==> config.mk <==
export PLATFORM = sky130hd
export DESIGN_NAME = order_link_arbiter
export DESIGN_NICKNAME = d
export VERILOG_FILES = /design/src/rtl/order_link_arbiter.sv
export SDC_FILE = /design/constraint.sdc
export NUM_CORES = 1
export LEC_CHECK = 0
export CAP_MARGIN = 0
export CORE_MARGIN = 3
export CORE_UTILIZATION = 49
export DETAILED_ROUTE_END_ITERATION = 6
export GPL_ROUTABILITY_DRIVEN = 0
export PLACE_DENSITY = 0.86
export SETUP_SLACK_MARGIN = 0.02
export SYNTH_ARGS = -nofsm -noshare
export SYNTH_HDL_FRONTEND = slang
export SYNTH_SLANG_ARGS = --single-unit
==> constraint.sdc <==
create_clock -name clk -period 5.4 [get_ports clk]
set_input_delay 1.35 -clock clk [delete_from_list [all_inputs] [get_ports clk]]
set_output_delay 1.35 -clock clk [all_outputs]
set_load 0.01 [all_outputs]
==> src/rtl/order_link_arbiter.sv <==
// order_link_arbiter: round-robin sharing of one serial order link with inter-order gap, watchdog and counters
module order_link_arbiter #(
    parameter int NREQ           = 2,
    parameter int W              = 32,
    parameter int GAP_CYCLES     = 4,
    parameter int TIMEOUT_CYCLES = 4096
) (
    input  logic              clk,
    input  logic              CPU_RESETN,
    input  logic [NREQ-1:0]   req_valid,
    input  logic [NREQ*W-1:0] req_order,
    output logic [NREQ-1:0]   req_ack,
    output logic              tx_start,
    output logic [W-1:0]      tx_data,
    input  logic              tx_done,
    output logic [1:0]        grant_id,
    output logic              busy,
    output logic [15:0]       sent_count,
    output logic              err_timeout,
    input  logic              err_clear
);
    localparam int CMAX = (TIMEOUT_CYCLES > GAP_CYCLES) ? TIMEOUT_CYCLES : GAP_CYCLES;
    localparam int CW   = $clog2(CMAX + 1);

    typedef enum logic [2:0] {IDLE, GRANT, START, WAIT_DONE, GAP} state_t;

    state_t        state, state_nx;
    logic [1:0]    rr_ptr, win;
    logic [CW-1:0] cnt, cnt_inc;
    logic          timed_out, gap_end;

    assign cnt_inc   = cnt + 1'b1;
    assign timed_out = state == WAIT_DONE && !tx_done && cnt_inc == CW'(TIMEOUT_CYCLES - 1);
    assign gap_end   = cnt_inc == CW'(GAP_CYCLES);

    // Scan from the highest offset down so the nearest valid requester after rr_ptr wins last
    always_comb begin
        win = rr_ptr;
        for (int i = NREQ - 1; i >= 0; i--)
            if (|(req_valid & (NREQ'(1) << ((int'(rr_ptr) + i) % NREQ))))
                win = 2'((int'(rr_ptr) + i) % NREQ);
    end

    always_ff @(posedge clk or negedge CPU_RESETN)
        if (!CPU_RESETN) state <= IDLE;
        else state <= state_nx;

    always_comb begin
        state_nx = state;
        case (state)
            IDLE:      state_nx = |req_valid ? GRANT : IDLE;
            GRANT:     state_nx = START;
            START:     state_nx = WAIT_DONE;
            WAIT_DONE: state_nx = (tx_done || timed_out) ? (GAP_CYCLES == 0 ? IDLE : GAP) : WAIT_DONE;
            GAP:       state_nx = gap_end ? IDLE : GAP;
            default:   state_nx = IDLE;
        endcase
    end

    always_comb begin
        req_ack  = state == GRANT ? NREQ'(1) << grant_id : '0;
        tx_start = state == START;
        busy     = state != IDLE;
    end

    // One counter serves both the watchdog and the gap; it restarts whenever the state changes
    always_ff @(posedge clk or negedge CPU_RESETN)
        if (!CPU_RESETN) begin
            rr_ptr      <= '0;
            grant_id    <= '0;
            tx_data     <= '0;
            cnt         <= '0;
            sent_count  <= '0;
            err_timeout <= 1'b0;
        end else begin
            if (state == IDLE && |req_valid) begin
                grant_id <= win;
                rr_ptr   <= 2'((int'(win) + 1) % NREQ);
            end
            if (state == GRANT) tx_data <= W'(req_order >> (int'(grant_id) * W));
            cnt <= ((state == WAIT_DONE || state == GAP) && state_nx == state) ? cnt_inc : '0;
            if (state == WAIT_DONE && tx_done) sent_count <= sent_count + 1'b1;
            err_timeout <= timed_out || (err_timeout && !err_clear);
        end
endmodule

==> qor_table.md, run 1 <==
| Result | This run | Unit |
|---|---|---|
| Post-CTS repair timing setup buffer count | 0 | - |
| Post-route ant nets | 0 | - |
| Cell Rows | 30 | - |
| CTS Hold Buffers Added | 0 | - |
| CP Data Required Time | 4.05 | ns |
| Area overhead of the layout relative to synthesis | 42.6 | % |
| Non-filler cells in the finished layout | 570 | - |
| Share of Yosys cell area claimed by the top area cell type | 48.0 | % |
| Post-synth design cell area | 0.00349 | sq mm |
| Count of mapped cells out of synthesis | 356 | - |
| Top-level I/O count | 125 | - |
| Number of distinct library cells after synthesis | 46 | - |
| Count of nets after finishing | 543 | - |
| Worst-path cell with the longest stage delay | nor3b_2 | - |
| Maximum ir drop on the vdd rail | 0.266 | mV |
| Total of flip-flops plus latches after synthesis | 67 | - |
| TritonCTS clock tree | yes | - |
| Clock transition at the registers of the reported paths | 0.07 | ns |
| Buffers added on ports | 123 | - |
| Count of maximum capacitance violations | 0 | - |
| Reported leakage power | 0.00201 | uW |
| Most common cell in the netlist | dfrtp_1 | - |
| Number of buffers added by the clock tree synthesis step | 9 | - |
| Die Area | 0.00818 | sq mm |
| Wire length of the first global-routing pass | 15200 | microns |
| Post-placement cell count | 554 | - |
| Number of antenna diodes | 0 | - |
| # fillers | 497 | - |
| Net count of the mapped netlist | 430 | - |
| Kind of capture point of the worst setup path | primary output | - |
| GR Util All Layers | 22.9 | % |
| Hold slack final | 0.476 | ns |
| Met3 Resource Use GR | 4.83 | % |
| Placeable Area | 0.00687 | sq mm |
| Number of buffers on the longest clock path | 2 | - |
| Max-slew headroom | 34.4 | % |
| Largest net degree at the start of global routing | 55 | - |
| Biggest area contributors in the synthesized netlist | dfrtp_1 48%, mux2i_1 9.5%, a21oi_1 4.9% | - |
| Number of optimization iterations in the first detailed-route pass | 4 | - |
| Overall routed net length | 9280 | microns |
| Die width | 90.5 | microns |
| Final global-route overflow total | 0 | - |
| Number of DRC violations after detailed routing | 0 | - |
| Combined area of the multi-input logic cells | 0.00169 | sq mm |
| Arrival time at the worst endpoint | 2.33 | ns |
| Post-placement worst setup slack | 2.05 | ns |
| Pwr per Cell Area | 428 | mW/mm^2 |
| CTS Sinks | 67 | - |
| Global route hottest layer | met2 | - |
| Routed wirelength normalized by instance count | 16.3 | microns |
| Actual slew at the worst max-slew pin | 0.984 | ns |
| Number of gates given a new drive strength after cts | 0 | - |
| Sequence of cells on the critical path | nor3b_2, and2_1, clkdlybuf4s50_1 | - |
| Worst Slack Setup Final | 1.72 | ns |
| Category of the worst setup path launch point | flop | - |
| H-tree Lvls | 3 | - |
| Portion of the post-synthesis area used by sequential elements | 48.0 | % |
| Clk Latency, worst-skew pair | 0.34 | ns |
| Tmin final | 3.68 | ns |
| Delay contributed by the slowest stage of the critical path | 0.71 | ns |
| CP delay by family, top | simple AND/OR/NAND/NOR gates | - |
| Initial antenna violation count | 0 | - |
| Classification of the worst setup path | reg2out | - |
| Total via count after detailed routing | 3092 | - |
| Predominant post-synthesis flop cell | dfrtp_1 | - |
| Count of routing violations after the opening detailed-route iteration | 224 | - |
| Initial Utilization | 50.9 | % |
| Clock root buffer master | clkbuf_8 | - |
| DR vias/cell | 5.42 | - |
| Power Total | 2130 | uW |
| Hold WC Path Type | reg2reg | - |
| Sequential Area | 0.00168 | sq mm |
| Ratio of cells with drive above 1 in the final layout | 6.33 | % |
| Outcome | finished clean | - |
| Number of global-route vias before repair | 3171 | - |
| F_max | 272 | MHz |
| Hpwl dp | 7040 | microns |
| Synthesized area divided by synthesized cell count | 9.82 | sq um |
| Share of flip-flops with an asynchronous set or reset | 100 | % |
| Biggest area consumer among synthesized cells | dfrtp_1 | - |
| Top cell types by occurrence after synthesis | 67 x dfrtp_1, 44 x nor2_1, 34 x a21oi_1, 33 x mux2i_1, 32 x nand2_1 | - |
| GR Layer Usage met1 | 25.8 | % |
| Buffer and inverter count on the worst path | 1 | - |
| Fin Setup TNS | 0 | ns |
| Vertical die dimension | 90.5 | microns |
| Syn. warnings | 0 | - |
| EDFF count, synth | 0 | - |
| RSZ-0062 raised after global routing | false | - |
| Final number of max-transition violations | 0 | - |
| Final worst path period share | 68.1 | % |
| Final setup skew | 0.0108 | ns |
| Setup Viol. Count Final | 0 | - |
| Maximum fanout along the worst path | 13 | - |
| Hold Vio Cnt, Final | 0 | - |
| GR met2 Demand/Resource | 42.3 | % |
[cell type report]
class | instances | area share, %
clock buffer | 10 | 2.76
inverter | 6 | 0.452
multi-input combinational | 259 | 33.9
timing repair buffer | 126 | 25.1
clock inverter | 6 | 1.78
tap | 96 | 2.41
sequential | 67 | 33.7
[sequential cells by signal, indices dropped and copies added, names as in the netlist]
name and count:
sent_count 16, err_timeout 1, cnt 13, tx_data 32
rr_ptr 1, state 3, grant_id 1
[where the power goes]
| group | internal [uW] | switching, uW | leakage (uW) |
|---|---|---|---|
| Sequential | 659 | 153 | 0.000812 |
| Clock | 272 | 194 | 0.000108 |
| Combinational | 464 | 391 | 0.00109 |
[layer usage]
metal	part of all wire, %	wire length, microns
met1	39	3600
met3	5.5	515
met2	53	4960
met4	2.3	209
met5	0	0
[logic make-up after synthesis]
group	after synthesis	share of synthesized area (%)
simple gates	126	18.2
flops	67	48.0
compound gates	66	11.6
mux	34	9.77
buf+inv	30	3.87
xor+xnor	28	7.02
fa+ha+maj	4	1.43
other cells	1	0.107
[worst paths after layout]
check	start	to	slack, ns	depth (start not counted)
hold / removal	sent_count[15]$_DFFE_PN0P_	sent_count[15]$_DFFE_PN0P_	0.48	1
min in group asynchronous	CPU_RESETN	tx_data[19]$_DFFE_PN0N_	1.15	1
setup reg to reg	cnt[0]$_DFF_PN0_	state[2]$_DFF_PN0_	2.84	6
setup / recovery	state[0]$_DFF_PN0_	req_ack[1]	1.72	3
max in group asynchronous	CPU_RESETN	grant_id[0]$_DFFE_PN0P_	3.35	2
hold reg to reg	sent_count[15]$_DFFE_PN0P_	sent_count[15]$_DFFE_PN0P_	0.48	1
[cell usage in the layout (no fill, tap or decap), drive strengths merged, types with 3 or more instances in the layout]
cell type and count:
o21ai 11, nand3 9, and3 6, nand4 4, nor4 4, dfrtp 67, nand2 32, xnor2 18
a211oi 3, nand2b 5, a21oi 34, xor2 10, ha 4, nor3 6, clkdlybuf4s50 122, clkbuf 10
o32ai 4, nor2 44, nor2b 3, a31oi 3, mux2i 33, inv 6, buf 4, and4 5
[per-stage QoR]
stage               util (%)  area, sq um
floorplan                  -         3490
global placement        69.3         4760
global route            72.6         4980
detailed placement      69.3         4760
finish                  72.6         4980
CTS                     72.6         4980
Note: power is estimated with default switching activity, not from simulation.
==> run 2, diff against run 1 <==
CORE_UTILIZATION = 45   (was 49)
PLACE_DENSITY = 0.8   (was 0.86)
clock period = 3.46 ns   (was 5.4 ns; I/O delays follow)
==> run 2 against run 1 <==
Global-route usage decreased by 1.2 points. Worst setup slack got worse by 1.3 ns. Via count decreased by 0.94%. Clock skew increased by 0.0019 ns. Largest cell class unchanged. Largest power group unchanged.
==> qor_table.md, run 2 (synthesis gave the netlist of run 1 again) <==
| Result | This run | Unit |
|---|---|---|
| Number of DRC violations after detailed routing | 0 | - |
| Final worst path period share | 88.0 | % |
| Reg power frac | 37.2 | % |
| Setup Viol. Count Final | 0 | - |
| Largest net degree at the start of global routing | 59 | - |
| Sequence of cells on the critical path | nor3b_2, nor2b_1, clkdlybuf4s50_1 | - |
| Top-level I/O count | 125 | - |
| Outcome | finished clean | - |
| Vertical die dimension | 94.1 | microns |
| Final Core Density | 67.4 | % |
| Hold slack final | 0.480 | ns |
| Worst-path cell with the longest stage delay | nor3b_2 | - |
| Power Total | 3300 | uW |
| F_max | 329 | MHz |
| Kind of capture point of the worst setup path | primary output | - |
| Count of nets after finishing | 545 | - |
| Wire length of the first global-routing pass | 14800 | microns |
| CP Data Required Time | 2.59 | ns |
| Clock transition at the registers of the reported paths | 0.08 | ns |
| Hold WC Path Type | reg2reg | - |
| Number of buffers added by the clock tree synthesis step | 9 | - |
| Max-slew headroom | 55.9 | % |
| Count of maximum capacitance violations | 0 | - |
| Number of buffers on the longest clock path | 2 | - |
| Tmin final | 3.04 | ns |
| Total net switching power | 1140 | uW |
| Clk Latency, worst-skew pair | 0.34 | ns |
| Overall routed net length | 9310 | microns |
| Buffers added on ports | 123 | - |
| Registers with the highest flip-flop counts | tx_data x32, sent_count x16, cnt x13 | - |
| Internal Dissipation | 2160 | uW |
| DR vias/cell | 5.33 | - |
| Total via count after detailed routing | 3063 | - |
| Flip-flop count of the largest register, all copies and words added | 32 | - |
| CTS Hold Buffers Added | 0 | - |
| Actual slew at the worst max-slew pin | 0.662 | ns |
| Hpwl dp | 7120 | microns |
| Routed wirelength normalized by instance count | 16.2 | microns |
| Area overhead of the layout relative to synthesis | 42.8 | % |
| Post-route ant nets | 0 | - |
| Maximum ir drop on the vdd rail | 0.525 | mV |
| Placeable Area | 0.00741 | sq mm |
| Clk network pwr share | 21.3 | % |
| Leading cell type in the layout, fill and taps excluded | clkdlybuf4s50_1 | - |
| Count of routing violations after the opening detailed-route iteration | 160 | - |
| Reg2reg start | cnt[0]$_DFF_PN0_ | - |
| Clock root buffer master | clkbuf_8 | - |
| Reg with most FFs | tx_data | - |
| Initial antenna violation count | 0 | - |
| Final setup skew | 0.0127 | ns |
| Share of power burned in combinational logic | 41.5 | % |
| Die width | 94.1 | microns |
| Arrival time at the worst endpoint | 2.18 | ns |
| Maximum fanout along the worst path | 9 | - |
| GR Util All Layers | 21.7 | % |
| CP delay by family, top | simple AND/OR/NAND/NOR gates | - |
| Initial Utilization | 47.2 | % |
| Ratio of cells with drive above 1 in the final layout | 6.51 | % |
| Buffer and inverter count on the worst path | 1 | - |
| TritonCTS clock tree | yes | - |
| Pwr per Cell Area | 662 | mW/mm^2 |
| Number of optimization iterations in the first detailed-route pass | 5 | - |
| Classification of the worst setup path | reg2out | - |
| Final number of max-transition violations | 0 | - |
| Startpoint of the worst setup timing path | state[0]$_DFF_PN0_ | - |
| Cell Rows | 31 | - |
| Number of gates given a new drive strength after cts | 0 | - |
| RSZ-0062 raised after global routing | false | - |
| Reported leakage power | 0.00202 | uW |
| Commonest non-fill, non-tap cells in the layout | 122 x clkdlybuf4s50_1, 66 x dfrtp_1, 44 x nor2_1 | - |
| Reg-to-reg setup timing slack | 0.87 | ns |
| CTS Sinks | 67 | - |
| Post-CTS repair timing setup buffer count | 0 | - |
| Die Area | 0.00886 | sq mm |
| Combined area of the multi-input logic cells | 0.00169 | sq mm |
| H-tree Lvls | 3 | - |
| Final global-route overflow total | 0 | - |
| Delay contributed by the slowest stage of the critical path | 0.56 | ns |
| Hold Vio Cnt, Final | 0 | - |
| Fin Setup TNS | 0 | ns |
| Number of antenna diodes | 0 | - |
| # fillers | 579 | - |
| Sequential Area | 0.00168 | sq mm |
| Switch share | 34.6 | % |
| Min-Delay Startpoint | sent_count[15]$_DFFE_PN0P_ | - |
| Number of global-route vias before repair | 3083 | - |
| Category of the worst setup path launch point | flop | - |
## run 2: changes by cell type in the layout (fill, tap and decap cells not counted), sizes merged
cell,previous run,this run
inv,6,7
clkinv,2,3
clkinvlp,2,0
buf,4,6
## run 2: power groups by stage
stage	sequential [uW]	combinational [uW]	clock, uW
floorplan	1280	619	0
global placement	1230	1340	0
detailed placement	1240	1380	0
CTS	1230	1390	723
global route	1260	1490	756
finish	1230	1370	705
## run 2: layer usage
layer	global-route usage (%)	routed length, microns	up-vias
met5	0	0	-
met4	6.50	134	0
met3	5.77	578	12
met2	39.7	4930	104
met1	24.4	3660	1470
li1	-	-	1477
## run 2: path summary, 6_finish.rpt
kind,depth (start not counted),end
worst max-delay path,3,req_ack[0]
worst min-delay path,1,sent_count[15]$_DFFE_PN0P_
worst max register to register,6,cnt[1]$_DFF_PN0_
worst min register to register,1,sent_count[15]$_DFFE_PN0P_
max in group asynchronous,2,grant_id[0]$_DFFE_PN0P_
min in group asynchronous,1,cnt[9]$_DFF_PN0_
## run 2: cell type report
type / count / area share (%)
clock buffer: 10 / 2.56
clock inverter: 6 / 1.75
inverter: 6 / 0.451
multi-input combinational: 259 / 33.8
sequential: 67 / 33.6
tap: 99 / 2.48
timing repair buffer: 128 / 25.3
## run 2: through the flow
| step | setup slack (ns) | cell area, sq um | cells |
|---|---|---|---|
| floorplan | 1.22 | 3490 | 356 |
| global placement | 0.667 | 4780 | 559 |
| detailed placement | 0.516 | 4780 | 559 |
| CTS | 0.407 | 4990 | 575 |
| global route | 0.336 | 4990 | 575 |
| finish | 0.417 | 4990 | 575 |
==> run 3, diff against run 2 <==
SETUP_SLACK_MARGIN = default   (was 0.02)
==> results of run 3 <==
Final layout, timing and power as in run 2 (identical DEF).
